==> config.mk <==
export PLATFORM = sky130hd
export DESIGN_NAME = ts_failover_selector_flat
export DESIGN_NICKNAME = d
export VERILOG_FILES = /design/src/rtl/ts_failover_selector_if.sv /design/src/rtl/ts_failover_selector.sv /design/src/flat_wrapper.sv
export SDC_FILE = /design/constraint.sdc
export NUM_CORES = 1
export LEC_CHECK = 0
export BUFFER_PORTS_ARGS = -buffer_cell sky130_fd_sc_hd__buf_2
export CORE_MARGIN = 2
export CORE_UTILIZATION = 50
export CTS_BUF_LIST = sky130_fd_sc_hd__clkbuf_4 sky130_fd_sc_hd__clkbuf_8
export CTS_CLUSTER_SIZE = 20
export DETAILED_ROUTE_END_ITERATION = 12
export GPL_ROUTABILITY_DRIVEN = 0
export PLACE_DENSITY_LB_ADDON = 0.3
export SYNTH_ARGS = -nofsm -noshare
export SYNTH_HDL_FRONTEND = slang
export SYNTH_SLANG_ARGS = --single-unit
export TNS_END_PERCENT = 30
==> constraint.sdc <==
create_clock -name clk -period 3.4 [get_ports clk]
set_input_delay 0.68 -clock clk [delete_from_list [all_inputs] [get_ports clk]]
set_output_delay 0.68 -clock clk [all_outputs]
set_load 0.005 [all_outputs]
==> src/rtl/ts_failover_selector_if.sv <==
// rtl/ts_failover_selector_if.sv - single-cycle register bus between the QoS top level and the failover selector
interface ts_failover_selector_if;
  logic        mm_write_en;
  logic        mm_read_en;
  logic [7:0]  mm_addr;
  logic [31:0] mm_wdata;
  logic [31:0] mm_rdata;

  modport master (
    output mm_write_en, mm_read_en, mm_addr, mm_wdata,
    input  mm_rdata
  );

  modport slave (
    input  mm_write_en, mm_read_en, mm_addr, mm_wdata,
    output mm_rdata
  );
endinterface

==> src/rtl/ts_failover_selector.sv <==
// rtl/ts_failover_selector.sv - N-channel TS failover: health tracking, error counters, priority selection
// Selection changes only on output packet boundaries unless the active input loses signal.
module ts_failover_selector #(
  parameter int NUM_CH    = 4,
  parameter int CH_W      = 3,
  parameter int ERR_W     = 8,
  parameter int TIMER_W   = 20,
  parameter int TIMER_RST = 2250
) (
  input  logic                 clk,
  input  logic                 rst,
  ts_failover_selector_if.slave mm,
  input  logic [NUM_CH-1:0]    pkt_ok,
  input  logic [NUM_CH-1:0]    pkt_err,
  input  logic [NUM_CH-1:0]    sig_present,
  input  logic                 sop_out,
  output logic [CH_W-1:0]      active_channel,
  output logic                 switch_pulse,
  output logic                 no_healthy
);

  localparam logic [7:0] A_CTRL   = 8'h00;
  localparam logic [7:0] A_PRIO   = 8'h01;
  localparam logic [7:0] A_TIMER  = 8'h02;
  localparam logic [7:0] A_STATUS = 8'h03;
  localparam logic [7:0] A_ERR0   = 8'h04;
  localparam logic [7:0] A_ERR1   = 8'h05;
  localparam logic [3:0] NUM_L    = 4'(NUM_CH);
  localparam int         NSEL     = 1 << CH_W;

  typedef enum logic {LOCKED, PENDING} state_t;

  logic               fallback_en, manual_en, revert_en;
  logic [2:0]         manual_ch;
  logic [2:0]         prio     [NUM_CH];
  logic [TIMER_W-1:0] holdoff;
  logic [TIMER_W-1:0] hold_cnt [NUM_CH];
  logic [ERR_W-1:0]   err_cnt  [NUM_CH];
  logic [NUM_CH-1:0]  healthy;
  logic [NUM_CH-1:0]  err_clr;
  logic [NSEL-1:0]    healthy_x, sig_x;
  logic [CH_W-1:0]    target, first_valid, first_healthy, pend_ch;
  logic [31:0]        rd_val;
  state_t             state;

  // pkt_ok is reserved for a future good-packet count
  logic unused_pkt_ok;
  assign unused_pkt_ok = ^pkt_ok;

  always_comb begin
    for (int i = 0; i < NUM_CH; i++)
      healthy[i] = sig_present[i] & (hold_cnt[i] == '0) & ~pkt_err[i];
    healthy_x = '0;
    sig_x     = '0;
    healthy_x[NUM_CH-1:0] = healthy;
    sig_x[NUM_CH-1:0]     = sig_present;
  end

  always_comb begin
    err_clr = '0;
    for (int i = 0; i < NUM_CH; i++)
      if (mm.mm_write_en && mm.mm_addr == (A_ERR0 + 8'(i / 4)) &&
          mm.mm_wdata[8*(i%4) +: 8] != 8'h00)
        err_clr[i] = 1'b1;
  end

  // Descending scan so the lowest-numbered valid entry wins without a break
  always_comb begin
    first_valid   = active_channel;
    first_healthy = active_channel;
    for (int k = NUM_CH - 1; k >= 0; k--) begin
      if ({1'b0, prio[k]} < NUM_L) begin
        first_valid = CH_W'(prio[k]);
        if (healthy_x[CH_W'(prio[k])])
          first_healthy = CH_W'(prio[k]);
      end
    end
    if (manual_en && ({1'b0, manual_ch} < NUM_L))
      target = CH_W'(manual_ch);
    else if (!fallback_en)
      target = first_valid;
    else if (!revert_en && healthy_x[active_channel])
      target = active_channel;
    else
      target = first_healthy;
  end

  always_comb begin
    rd_val = '0;
    case (mm.mm_addr)
      A_CTRL:   rd_val[5:0] = {revert_en, manual_ch, manual_en, fallback_en};
      A_PRIO:   for (int k = 0; k < NUM_CH; k++) rd_val[3*k +: 3] = prio[k];
      A_TIMER:  rd_val[TIMER_W-1:0] = holdoff;
      A_STATUS: begin
        rd_val[2:0]         = 3'(active_channel);
        rd_val[8 +: NUM_CH] = healthy;
        rd_val[16 +: NUM_CH] = sig_present;
        rd_val[24]          = no_healthy;
      end
      A_ERR0, A_ERR1:
        for (int i = 0; i < NUM_CH; i++)
          if (mm.mm_addr[0] == 1'(i / 4))
            rd_val[8*(i%4) +: 8] = 8'(err_cnt[i]);
      default: ;
    endcase
  end

  always_ff @(posedge clk) begin
    if (rst) begin
      fallback_en <= 1'b1;
      manual_en   <= 1'b0;
      manual_ch   <= 3'd0;
      revert_en   <= 1'b1;
      holdoff     <= TIMER_W'(TIMER_RST);
      mm.mm_rdata <= '0;
      for (int k = 0; k < NUM_CH; k++) prio[k] <= 3'(k);
    end else begin
      if (mm.mm_read_en)
        mm.mm_rdata <= rd_val;
      if (mm.mm_write_en) begin
        case (mm.mm_addr)
          A_CTRL:  {revert_en, manual_ch, manual_en, fallback_en} <= mm.mm_wdata[5:0];
          A_PRIO:  for (int k = 0; k < NUM_CH; k++) prio[k] <= mm.mm_wdata[3*k +: 3];
          A_TIMER: holdoff <= mm.mm_wdata[TIMER_W-1:0];
          default: ;
        endcase
      end
    end
  end

  // A clear landing on the same edge as an error leaves that one error counted
  always_ff @(posedge clk) begin
    for (int i = 0; i < NUM_CH; i++) begin
      if (rst) begin
        hold_cnt[i] <= '0;
        err_cnt[i]  <= '0;
      end else begin
        if (pkt_err[i])
          hold_cnt[i] <= holdoff;
        else if (hold_cnt[i] != '0)
          hold_cnt[i] <= hold_cnt[i] - TIMER_W'(1);

        if (pkt_err[i]) begin
          if (err_clr[i])
            err_cnt[i] <= ERR_W'(1);
          else if (!(&err_cnt[i]))
            err_cnt[i] <= err_cnt[i] + ERR_W'(1);
        end else if (err_clr[i]) begin
          err_cnt[i] <= '0;
        end
      end
    end
  end

  always_ff @(posedge clk) begin
    if (rst) begin
      state          <= LOCKED;
      active_channel <= '0;
      pend_ch        <= '0;
      switch_pulse   <= 1'b0;
      no_healthy     <= 1'b0;
    end else begin
      switch_pulse <= 1'b0;
      no_healthy   <= ~|healthy;
      if (!sig_x[active_channel] && target != active_channel) begin
        active_channel <= target;
        switch_pulse   <= 1'b1;
        state          <= LOCKED;
      end else begin
        case (state)
          LOCKED: begin
            if (target != active_channel) begin
              state   <= PENDING;
              pend_ch <= target;
            end
          end
          PENDING: begin
            if (target == active_channel) begin
              state <= LOCKED;
            end else if (sop_out) begin
              active_channel <= pend_ch;
              switch_pulse   <= 1'b1;
              state          <= LOCKED;
            end else begin
              pend_ch <= target;
            end
          end
          default: state <= LOCKED;
        endcase
      end
    end
  end

endmodule

==> src/flat_wrapper.sv <==
// flat-port wrapper written by rule: the top's interface ports become plain ports
module ts_failover_selector_flat 
#(
  parameter int NUM_CH    = 4,
  parameter int CH_W      = 3,
  parameter int ERR_W     = 8,
  parameter int TIMER_W   = 20,
  parameter int TIMER_RST = 2250
)
  (clk, rst, pkt_ok, pkt_err, sig_present, sop_out, active_channel, switch_pulse, no_healthy, mm_mm_write_en, mm_mm_read_en, mm_mm_addr, mm_mm_wdata, mm_mm_rdata);
  ts_failover_selector_if mm_i ();
  input  logic clk;
  input  logic rst;
  input  logic [NUM_CH-1:0] pkt_ok;
  input  logic [NUM_CH-1:0] pkt_err;
  input  logic [NUM_CH-1:0] sig_present;
  input  logic sop_out;
  output logic [CH_W-1:0] active_channel;
  output logic switch_pulse;
  output logic no_healthy;
  input wire logic [$bits(mm_i.mm_write_en)-1:0] mm_mm_write_en;
  input wire logic [$bits(mm_i.mm_read_en)-1:0] mm_mm_read_en;
  input wire logic [$bits(mm_i.mm_addr)-1:0] mm_mm_addr;
  input wire logic [$bits(mm_i.mm_wdata)-1:0] mm_mm_wdata;
  output wire logic [$bits(mm_i.mm_rdata)-1:0] mm_mm_rdata;
  assign mm_i.mm_write_en = mm_mm_write_en;
  assign mm_i.mm_read_en = mm_mm_read_en;
  assign mm_i.mm_addr = mm_mm_addr;
  assign mm_i.mm_wdata = mm_mm_wdata;
  assign mm_mm_rdata = mm_i.mm_rdata;
  ts_failover_selector #(.NUM_CH(NUM_CH), .CH_W(CH_W), .ERR_W(ERR_W), .TIMER_W(TIMER_W), .TIMER_RST(TIMER_RST)) u_core (.clk(clk), .rst(rst), .mm(mm_i), .pkt_ok(pkt_ok), .pkt_err(pkt_err), .sig_present(sig_present), .sop_out(sop_out), .active_channel(active_channel), .switch_pulse(switch_pulse), .no_healthy(no_healthy));
endmodule
==> impl_metrics.env <==
export IMPL_status="complete, no violations"
export IMPL_fin_crit_sh=0.986
export IMPL_ant_nets=0
export IMPL_grt_max_degree=52
export IMPL_grt_pass1_wl_um=46800
export IMPL_switchingPower_mw=1.95
export IMPL_grt_usage=0.271
export IMPL_syn_avg_cell_area_um2=9.04
export IMPL_worstPathRequired_ps=3770
export IMPL_synth_fp_nets=1244
export IMPL_dpl_worst_slack_ps=-29.3
export IMPL_cp_end_kind="flip-flop"
export IMPL_gr_total_overflow=0
export IMPL_root_buffer="clkbuf_8"
export IMPL_antenna_found_initial=0
export IMPL_cts_tree="done"
export IMPL_holdWs_ps=434
export IMPL_syn_inst=1175
export IMPL_fin_ws_ps=48.6
export IMPL_arrival_ps=3720
export IMPL_hpwl_um=21200
export IMPL_drive_gt1_frac=0.157
export IMPL_layout_commonest_cell="nand2_1"
export IMPL_io_pins=94
export IMPL_wl_um=29700
export IMPL_worstPathMaxFanout=6
export IMPL_vias_per_cell=5.93
export IMPL_p_clk_frac=0.252
export IMPL_placed_area_mm2=0.0116
export IMPL_ys_ff_latch=191
export IMPL_power_density_mw_per_mm2=485
export IMPL_combPwrFrac=0.247
export IMPL_max_freq_ghz=0.298
export IMPL_core_area_mm2=0.0210
export IMPL_multiInputGateArea_mm2=0.00529
export IMPL_drt_iter0_drc=906
export IMPL_async_reset_ff_frac=0
export IMPL_start_kind="flip-flop"
export IMPL_rsz0062_at_grt="true"
export IMPL_hold_viol=0
export IMPL_die_area_mm2=0.0224
export IMPL_netlist_area_mm2=0.0106
export IMPL_diodes=0
export IMPL_yosys_area_top_type_share=0.351
export IMPL_seq_power_share=0.501
export IMPL_grt_pass1_vias=8656
export IMPL_cts_sinks=191
export IMPL_final_cell_mix="nand2_1 (189), edfxtp_1 (124), nor2_1 (108)"
export IMPL_max_slew_margin_rel=0.439
export IMPL_period_needed_ps=3350
export IMPL_nNetsFinal=1350
export IMPL_design_area_mm2=0.0121
export IMPL_rows=53
export IMPL_p_total_mw=5.84
export IMPL_skew_ps=18.0
export IMPL_ys_warn_count=0
export IMPL_synth_area_leader_cell="edfxtp_1"
export IMPL_utilization=0.575
export IMPL_ys_top_cells_by_area="edfxtp_1 (35%), dfxtp_1 (13%), nand2_1 (6.7%)"
export IMPL_ys_seq_area_frac=0.477
export IMPL_route_detailed_drc=0
export IMPL_cap_violations=0
export IMPL_syn_to_final_growth_pct=13.5
export IMPL_die_h_um=150
export IMPL_finalSetupViolCount=0
export IMPL_power_leakage_nw=4.57
export IMPL_swShare=0.335
export IMPL_seqCellArea_mm2=0.00506
export IMPL_start_util=0.507
export IMPL_dp_cells=1535
export IMPL_cts_hold_buf=0
export IMPL_min_path_type="input port to flip-flop"
export IMPL_htree_levels=4
export IMPL_wl_per_cell_um=18.9
export IMPL_cts_clk_slew_worst_paths_ps=110
export IMPL_die_w_um=150
export IMPL_slew_violations=0
export IMPL_nFillCells=1876
export IMPL_clk_path_buf_depth=2
export IMPL_dr_pass1_iters=5
export IMPL_final_cells=1569
export IMPL_portBuffers=89
export IMPL_synth_edf_count=124
export IMPL_worst_slew_pin_slew_ps=839
export IMPL_criticalPathCategory="flip-flop to flip-flop"
export IMPL_cts_made_buffers=17
export IMPL_internal_power_mw=3.89
export IMPL_clock_latency_ps=490
export IMPL_ys_flop_type="edfxtp_1"
export IMPL_num_vias=9311
export IMPL_finalSetupTns_ps=0
export IMPL_ys_types=65
export IMPL_ir_drop_uv=249
-- cells in the mapped netlist, drive strengths merged, types with 9 or more instances --
| cell type | count |
|---|---|
| clkbuf | 54 |
| nor2 | 109 |
| ha | 12 |
| inv | 24 |
| nor2b | 16 |
| and3 | 16 |
| nand2b | 20 |
| edfxtp | 124 |
| o21ai | 103 |
| nand3 | 51 |
| xor2 | 32 |
| mux2i | 17 |
| nand4 | 10 |
| a22oi | 16 |
| a21oi | 58 |
| a21o | 10 |
| nand2 | 189 |
| nor4 | 35 |
| and2 | 14 |
| dfxtp | 67 |
| xnor2 | 60 |
| or3 | 16 |
| nor3b | 9 |
| nor3 | 38 |
-- per-layer routing --
metal,vias up,part of all wire,GRT usage
met3,60,0.088,0.0466
met2,418,0.46,0.429
met1,4412,0.43,0.378
met4,0,0.028,0.0910
li1,4421,-,-
met5,-,0,0
-- cell families after synthesis --
| kind of cell | share of synthesized area |
|---|---|
| compound gates | 0.136 |
| xor+xnor | 0.0766 |
| fa+ha+maj | 0.0141 |
| buf+inv | 0.0299 |
| flops | 0.477 |
| mux | 0.0238 |
| simple gates | 0.243 |
-- state kept, by name, indices dropped and copies added (netlist names) --
name and flops:
u_core.manual_en 1, u_core.state 1, u_core.no_healthy 1, u_core.pend_ch 3, u_core.mm.mm_rdata 32, u_core.manual_ch 3, u_core.hold_cnt 80, u_core.prio 12
u_core.err_cnt 32, u_core.revert_en 1, u_core.switch_pulse 1, u_core.fallback_en 1, u_core.active_channel 3, u_core.holdoff 20
-- critical path, cell delays in order, from the launching register on --
cell	delay, ps
edfxtp_1	420
or4_4	540
or3_1	460
nor3_2	280
mux2i_1	120
o21ai_0	250
a211o_1	230
o21bai_4	90
xnor2_2	170
a311oi_4	340
mux2_4	320
-- power groups by stage --
stage	Combinational, mW	Sequential (mW)	Clock, mW
after detailed placement	1.40	2.97	0
final	1.44	2.93	1.47
after global placement	1.38	2.96	0
after CTS	1.41	2.92	1.50
after floorplan	0.975	2.92	0
after global routing	1.60	2.96	1.58
-- final timing paths --
| kind | startpoint | endpoint | slack, ps | cells past startpoint |
|---|---|---|---|---|
| max | u_core.hold_cnt[0][13] | u_core.pend_ch[1] | 50 | 10 |
| min | mm_mm_wdata[17] | u_core.holdoff[17] | 430 | 3 |
| max reg2reg | u_core.hold_cnt[0][13] | u_core.pend_ch[1] | 50 | 10 |
| min reg2reg | u_core.mm.mm_rdata[27] | u_core.mm.mm_rdata[27] | 470 | 2 |
-- repair_timing --
action | 4_1_cts | 5_1_grt
buffers inserted | 2 | 0
resized for setup | 1 | 8
cloned | 0 | 0
pin swaps | 2 | 1
setup endpoints to repair | 3 | 6
-- area by class of cell --
class	instances	share of cell area
Inverter	24	0.00748
Tap cell	275	0.0286
Clock buffer	17	0.0194
Timing Repair Buffer	145	0.0729
Sequential cell	191	0.420
Clock inverter	15	0.0126
Multi-Input combinational cell	902	0.439
(Power assumes the default switching activity.)
